[src/rtl/softmax_seq_ctrl.sv]
// Sequencing controller for a softmax front end: buffers one score vector, tracks its
// maximum, then streams each (score - max) through a shared exp unit into an output register.
module softmax_seq_ctrl #(
  parameter int unsigned N_MAX = 16,
  parameter int unsigned AW    = $clog2(N_MAX)
) (
  input  logic        clk,
  input  logic        rst,
  input  logic        in_valid,
  output logic        in_ready,
  input  logic [16:0] in_x,
  input  logic        in_last,
  output logic [16:0] exp_x,
  input  logic [20:0] exp_y,
  output logic        out_valid,
  input  logic        out_ready,
  output logic [20:0] out_exp,
  output logic        out_last,
  output logic        busy,
  output logic        ovf
);

  typedef enum logic [1:0] {IDLE, LOAD, EXP, DRAIN} state_e;

  localparam logic [AW:0]   LEN_ONE = (AW+1)'(1);
  localparam logic [AW:0]   LEN_TOP = (AW+1)'(N_MAX - 1);
  localparam logic [AW-1:0] PTR_ONE = AW'(1);
  // -10.0 in Q4.12 two's complement, the saturation floor of the difference
  localparam logic signed [17:0] D_MIN = -18'sd40960;

  state_e          state_q, state_d;
  logic [AW:0]     len_q, len_d;
  logic [AW-1:0]   rd_ptr_q, rd_ptr_d;
  logic [16:0]     max_q, max_d;
  logic            out_valid_q, out_valid_d;
  logic [20:0]     out_exp_q, out_exp_d;
  logic            out_last_q, out_last_d;
  logic            ovf_q, ovf_d;

  logic [16:0]     buf_q [N_MAX];
  logic            wr_en;
  logic [AW-1:0]   wr_addr;

  logic            in_fire;
  logic            last_elem;
  logic signed [17:0] in_tc, max_tc, cur_tc, diff, diff_sat;

  function automatic logic signed [17:0] sm2tc(input logic [16:0] x);
    logic signed [17:0] m;
    m = signed'({2'b00, x[15:0]});
    return x[16] ? -m : m;
  endfunction

  assign in_ready  = (state_q == IDLE) || (state_q == LOAD);
  assign in_fire   = in_valid && in_ready;
  assign busy      = (state_q != IDLE);
  assign out_valid = out_valid_q;
  assign out_exp   = out_exp_q;
  assign out_last  = out_last_q;
  assign ovf       = ovf_q;
  assign last_elem = ({1'b0, rd_ptr_q} == (len_q - LEN_ONE));

  always_comb begin
    in_tc    = sm2tc(in_x);
    max_tc   = sm2tc(max_q);
    cur_tc   = sm2tc(buf_q[rd_ptr_q]);
    diff     = cur_tc - max_tc;
    diff_sat = (diff < D_MIN) ? D_MIN : diff;
    exp_x    = '0;
    // a zero difference is always encoded +0, never -0
    if ((state_q == EXP) && (diff_sat != 18'sd0))
      exp_x = {1'b1, 16'(-diff_sat)};
  end

  always_comb begin
    state_d     = state_q;
    len_d       = len_q;
    rd_ptr_d    = rd_ptr_q;
    max_d       = max_q;
    out_valid_d = out_valid_q;
    out_exp_d   = out_exp_q;
    out_last_d  = out_last_q;
    ovf_d       = 1'b0;
    wr_en       = 1'b0;
    wr_addr     = len_q[AW-1:0];
    unique case (state_q)
      IDLE: begin
        if (in_fire) begin
          wr_en   = 1'b1;
          wr_addr = '0;
          max_d   = in_x;
          len_d   = LEN_ONE;
          state_d = in_last ? EXP : LOAD;
        end
      end
      LOAD: begin
        if (in_fire) begin
          wr_en = 1'b1;
          len_d = len_q + LEN_ONE;
          if (in_tc > max_tc)
            max_d = in_x;
          if (in_last) begin
            state_d = EXP;
          end else if (len_q == LEN_TOP) begin
            // buffer full: close the vector and flag truncation
            state_d = EXP;
            ovf_d   = 1'b1;
          end
        end
      end
      EXP: begin
        if (!out_valid_q || out_ready) begin
          out_valid_d = 1'b1;
          out_exp_d   = exp_y;
          out_last_d  = last_elem;
          rd_ptr_d    = rd_ptr_q + PTR_ONE;
          if (last_elem)
            state_d = DRAIN;
        end
      end
      DRAIN: begin
        if (out_valid_q && out_ready) begin
          out_valid_d = 1'b0;
          if (out_last_q) begin
            rd_ptr_d = '0;
            len_d    = '0;
            state_d  = IDLE;
          end
        end
      end
      default: state_d = IDLE;
    endcase
  end

  always_ff @(posedge clk or posedge rst) begin
    if (rst) begin
      state_q     <= IDLE;
      len_q       <= '0;
      rd_ptr_q    <= '0;
      max_q       <= '0;
      out_valid_q <= 1'b0;
      out_exp_q   <= '0;
      out_last_q  <= 1'b0;
      ovf_q       <= 1'b0;
    end else begin
      state_q     <= state_d;
      len_q       <= len_d;
      rd_ptr_q    <= rd_ptr_d;
      max_q       <= max_d;
      out_valid_q <= out_valid_d;
      out_exp_q   <= out_exp_d;
      out_last_q  <= out_last_d;
      ovf_q       <= ovf_d;
    end
  end

  always_ff @(posedge clk) begin
    if (wr_en)
      buf_q[wr_addr] <= in_x;
  end

endmodule

[config.mk]
export PLATFORM = sky130hd
export DESIGN_NAME = softmax_seq_ctrl
export DESIGN_NICKNAME = d
export VERILOG_FILES = /design/src/rtl/softmax_seq_ctrl.sv
export SDC_FILE = /design/constraint.sdc
export NUM_CORES = 1
export LEC_CHECK = 0
export BUFFER_PORTS_ARGS = -buffer_cell sky130_fd_sc_hd__buf_2
export CAP_MARGIN = 20
export CELL_PAD_IN_SITES_DETAIL_PLACEMENT = 1
export CELL_PAD_IN_SITES_GLOBAL_PLACEMENT = 2
export CORE_ASPECT_RATIO = 0.9
export CORE_MARGIN = 1.5
export CORE_UTILIZATION = 44
export CTS_CLUSTER_SIZE = 16
export DETAILED_ROUTE_END_ITERATION = 10
export PLACE_DENSITY_LB_ADDON = 0.1
export SLEW_MARGIN = 0
export SYNTH_ARGS = -nofsm -noshare
export SYNTH_HDL_FRONTEND = slang
export SYNTH_SLANG_ARGS = --single-unit
[constraint.sdc]
create_clock -name clk -period 9.2 [get_ports clk]
set_clock_uncertainty 0.05 [all_clocks]
set_input_delay 0.92 -clock clk [delete_from_list [all_inputs] [get_ports clk]]
set_output_delay 0.92 -clock clk [all_outputs]
set_load 0.02 [all_outputs]
# Word-level counts from Yosys, hierarchy flattened
# Memories as Yosys holds them, arrays and structs flattened.
# Cells that the tools add are included.
# totals
memories,1
register_bits,52
elab_cells,92
input_bits,43
ramBits,272
# op_classes
order_cmp,2
reduce_logical,19
n_eq_ne,13
add_sub_neg,8
n_mux,41
# memory_table
name,depth,width,read_ports,rd_ports_with_merged_regs,wr,line_no,text
buf_q,16,17,1,0,1,40,logic [16:0] buf_q [N_MAX];
# op_table
op,count
$mux 18,4
$mux 17,4
$neg 16->18,3
$pmux 17 s2,1
$mux 4,5
$mux 5,4
$gt 18x18->1,1
$lt 18x17->1 const B,1
$mux 2,9
$reduce_bool 18->1,1
$sub 18x18->18,1
$neg 16->16,1
$pmux 5 s3,1
$mux 1,10
$ne 2x2->1 const B,5
$pmux 2 s4,1
$pmux 4 s2,1
$reduce_and 4->1,2
$reduce_and 7->1,1
$reduce_bool 2->1,3
$add 5x1->5 const B,1
$eq 4x5->1,1
$eq 5x4->1 const B,1
$reduce_and 5->1,1
other kinds (15),20

# Logic depth before layout (Yosys ltp)
# An unclocked memory read counts as a cell.
# logic_depth
depth_word,9
mapped_depth,31
ltp_nobuf,27

# Least setup slack after synthesis
# Ideal clock, no wire load.
# synth_path
kind,reg-to-output
from,reg rd_ptr_q[0]
to,out exp_x[1]
setup_slack_ps,1106
stages_incl_launch_ff,27
path_buffers,5
arrival_ps,7124
cell_sequence,dfrtp_1 > buf_2 > buf_4 > buf_4 > buf_4 > buf_1 > mux4_2 > mux4_2 > o21ai_0 > xnor2_1 > ha_1 > o21a_1 > o31a_1 > a211oi_1 > o31ai_1 > xor2_1 > a31o_2 > o21ai_0 > nand2_2 > or2b_1 > ha_1 > nand2_1 > or4_1 > or4_1 > o31ai_4 > inv_1 > and2_1
# synth_via
elab_chain_len,9
word_cells_on_any_way,10
# synth_rtl
item,line_no,text
start: declaration,33,"logic [AW-1:0] rd_ptr_q, rd_ptr_d;"
start signal: assignment,148,rd_ptr_q <= rd_ptr_d;
$mem_v2 16x17 (*),-,
$neg 16->18,51,return x[16] ? -m : m;
$mux 18 (*),51,
$sub 18x18->18 (*),67,diff = cur_tc - max_tc;
$lt 18x17->1,68,diff_sat = (diff < D_MIN) ? D_MIN : diff;
$mux 18 (*),68,
branches (longest 2 deep; another with $neg 16->16),-,
$mux 17 (*),71,if ((state_q == EXP) && (diff_sat != 18'sd0))
end: declaration,13,"output logic [16:0] exp_x,"
# Every way passes the cells marked *.

# Worst setup path after layout
# layout_path
from,reg rd_ptr_q[0]
to,out exp_x[14]
# The elaborated chain is that of the path after synthesis.

==> flow_metrics.env <==
export IMPL_synth_area_leaders="edfxtp_1 52%, mux4_2 9.3%, dfrtp_1 8.2%"
export IMPL_antenna_found_initial=0
export IMPL_first_global_vias=10493
export IMPL_synth_warnings=0
export IMPL_fin_crit_sh_pct=94.6
export IMPL_worstHoldStart="out_exp[4]"
export IMPL_hold_viol_final=0
export IMPL_track_usage_pct=24.1
export IMPL_endpoint_kind="output pin"
export IMPL_die_height_um=183
export IMPL_routed_wl_met2_um=20000
export IMPL_maxUsedRoutingLayer="met4"
export IMPL_maxCapViolCount=0
export IMPL_min_period_ps=8700
export IMPL_clockBufferDepth=3
export IMPL_first_pass_iters=5
export IMPL_std_cell_rows=65
export IMPL_nFillCells=3529
export IMPL_synth_seq_cells=324
export IMPL_required_ps=8230
export IMPL_n_antenna_cell=0
export IMPL_gp_congestion=0.820
export IMPL_ys_async_sr_fraction_pct=16.0
export IMPL_synth_area_um2=15800
export IMPL_status="finished clean"
export IMPL_setup_viol=0
export IMPL_yosysTopAreaCellShare_pct=51.7
export IMPL_wl_met3_um=2520
export IMPL_hp_class="reg2reg"
export IMPL_hold_worst_slack_ps=420
export IMPL_die_w_um=203
export IMPL_netlist_instances=1147
export IMPL_wl_per_cell_um=24.6
export IMPL_synth_top_area_cell="edfxtp_1"
export IMPL_cts_max_level=2
export IMPL_yosysSeqAreaShare_pct=59.9
export IMPL_cts_sinks=324
export IMPL_fmax_mhz=115
export IMPL_worstSetupPathType="reg2out"
export IMPL_dp_hpwl_um=28500
export IMPL_drv_slew=0
export IMPL_final_antenna_net_count=0
export IMPL_regArea_um2=9480
export IMPL_tns_ps=0
export IMPL_cts_root_buf="clkbuf_16"
export IMPL_avgSynthCellArea_um2=13.8
export IMPL_first_iter_violations=713
export IMPL_globalRoute_totalOverflow=0
export IMPL_routed_wl_um=43100
export IMPL_synth_edf_count=272
export IMPL_io_pins=86
export IMPL_insertion_delay_ps=530
export IMPL_slew_headroom_pct=44.2
export IMPL_synthesis_nets=1238
export IMPL_grt_start_max_net_pins=53
export IMPL_vias=10075
export IMPL_wl_met1_um=19800
export IMPL_synthToLayoutAreaGrowth_pct=14.8
export IMPL_coreArea_um2=35200
export IMPL_die_area_um2=37100
export IMPL_start_kind="register"
export IMPL_timing_rr_start="max_q[0]"
export IMPL_cts_tree="done"
export IMPL_crit_fanout=21
export IMPL_yosysUniqueCellTypes=71
export IMPL_final_nets=1348
export IMPL_drcViolationCount=0
export IMPL_initial_core_util_pct=44.9
export IMPL_worstMarginPinSlew_ps=835
export IMPL_cp_arrival_ps=7730
export IMPL_viasPerCell=5.76
export IMPL_cts_hold_buf=0
export IMPL_multi_input_area_um2=6130
export IMPL_clk_pin_slew_ps=60
export IMPL_grt_pass1_wl_um=65900
export IMPL_cts_buffers=34
export IMPL_synthFlopType="edfxtp_1"
export IMPL_drive_gt1_share_pct=24.5
export IMPL_crit_start="rd_ptr_q[0]"
export IMPL_port_buffers=85
==> cells in the mapped netlist, types with 15 or more instances <==
| library cell | n |
|---|---|
| a21oi_1 | 38 |
| a22oi_1 | 18 |
| clkbuf_1 | 29 |
| dfrtp_1 | 52 |
| edfxtp_1 | 272 |
| ha_1 | 47 |
| inv_1 | 28 |
| mux2_2 | 18 |
| mux2i_1 | 20 |
| mux4_2 | 65 |
| nand2_1 | 126 |
| nand2b_1 | 19 |
| nand3_1 | 21 |
| nor2_1 | 64 |
| nor3_1 | 22 |
| o21ai_0 | 40 |
| or3_1 | 15 |
| xnor2_1 | 48 |
| xor2_1 | 30 |
==> layer usage <==
metal  vias up  track usage, %
li1       4594               -
met1      5130            35.0
met2       299            38.2
met3        52            3.68
met4         0            5.96
met5         -               0
==> sequential cells by signal, indices dropped and copies added (netlist names) <==
signal and flops:
buf_q 272, ovf 1, len_q 5, state_q 2, out_exp 21, out_last 1
out_valid 1, max_q 17, rd_ptr_q 4
==> path summary, 6_finish.rpt <==
check                         endpoint  slack (ps)  depth (start not counted)
setup reg to reg             max_q[13]        3850                         16
setup / recovery             exp_x[14]         500                         24
hold reg to reg             out_exp[4]         420                          2
min in group asynchronous   out_exp[6]         540                          3
max in group asynchronous  rd_ptr_q[0]        7990                          3
hold / removal              out_exp[4]         420                          2
==> cell families (layout without fill, tap and decap cells) <==
logic type                 Yosys count  after routing  share of synthesized area [%]
AOI/OAI and AO/OA                  183            183                           7.76
adders and majority gates           48             48                           3.85
xor gates and xnor gates            79             79                           4.43
muxes                              103            103                           11.8
DFF                                324            324                           59.9
and+or+nand+nor                    332            332                           10.1
buffers and inverters               78            212                           2.08
==> cell type report <==
cell class	instances	area share [%]
Clock buffer	41	4.89
Clock inverter	19	0.780
Inverter	28	0.580
Multi-Input combinational cell	745	33.8
Sequential cell	324	52.3
Tap cell	469	3.24
Timing Repair Buffer	124	4.42
==> cells in the final DEF (no fill, tap or decap), types with 39 or more instances in the layout <==
master    synthesis  layout
buf_2             8      85
o21ai_0          40      39
nand2_1         126     126
ha_1             47      46
mux4_2           65      65
dfrtp_1          52      49
nor2_1           64      52
edfxtp_1        272     272
xnor2_1          48      48
==> critical path, stage by stage, from the launching register on <==
cell and delay, ps:
dfrtp_4 570, buf_6 270, buf_6 320, mux4_2 550, o22ai_1 340, o22ai_1 170
nor3_1 390, nor3b_1 460, a31oi_1 300, ha_1 400, nor2b_1 150, nor2_1 60
a31oi_1 190, xnor2_1 200, xnor2_2 180, nand2_4 140, or2b_1 190, ha_1 190
nand2_1 110, or4_1 570, or4_1 520, o31ai_4 400, nand2b_4 260, nor2_1 70
buf_2 160
==> metrics by stage <==
step | worst slack, ps | cell area, um2 | std cells | utilization, %
floorplan | 1110 | 15800 | 1147 | -
detailed placement | 171 | 16900 | 1679 | 47.9
global placement | 427 | 16900 | 1679 | 47.9
CTS | 101 | 18000 | 1741 | 51.0
finish | 496 | 18100 | 1750 | 51.5
global route | -4.80 | 18100 | 1750 | 51.5
==> repair_timing <==
action | CTS | global route
setup endpoints to repair | 15 | 15
cloned | 0 | 0
resized for setup | 4 | 18
setup buffers | 2 | 8
pin swaps | 0 | 3
Power is not shown: default switching activity piles up to over one toggle a cycle in this logic, so the estimate is an artifact.
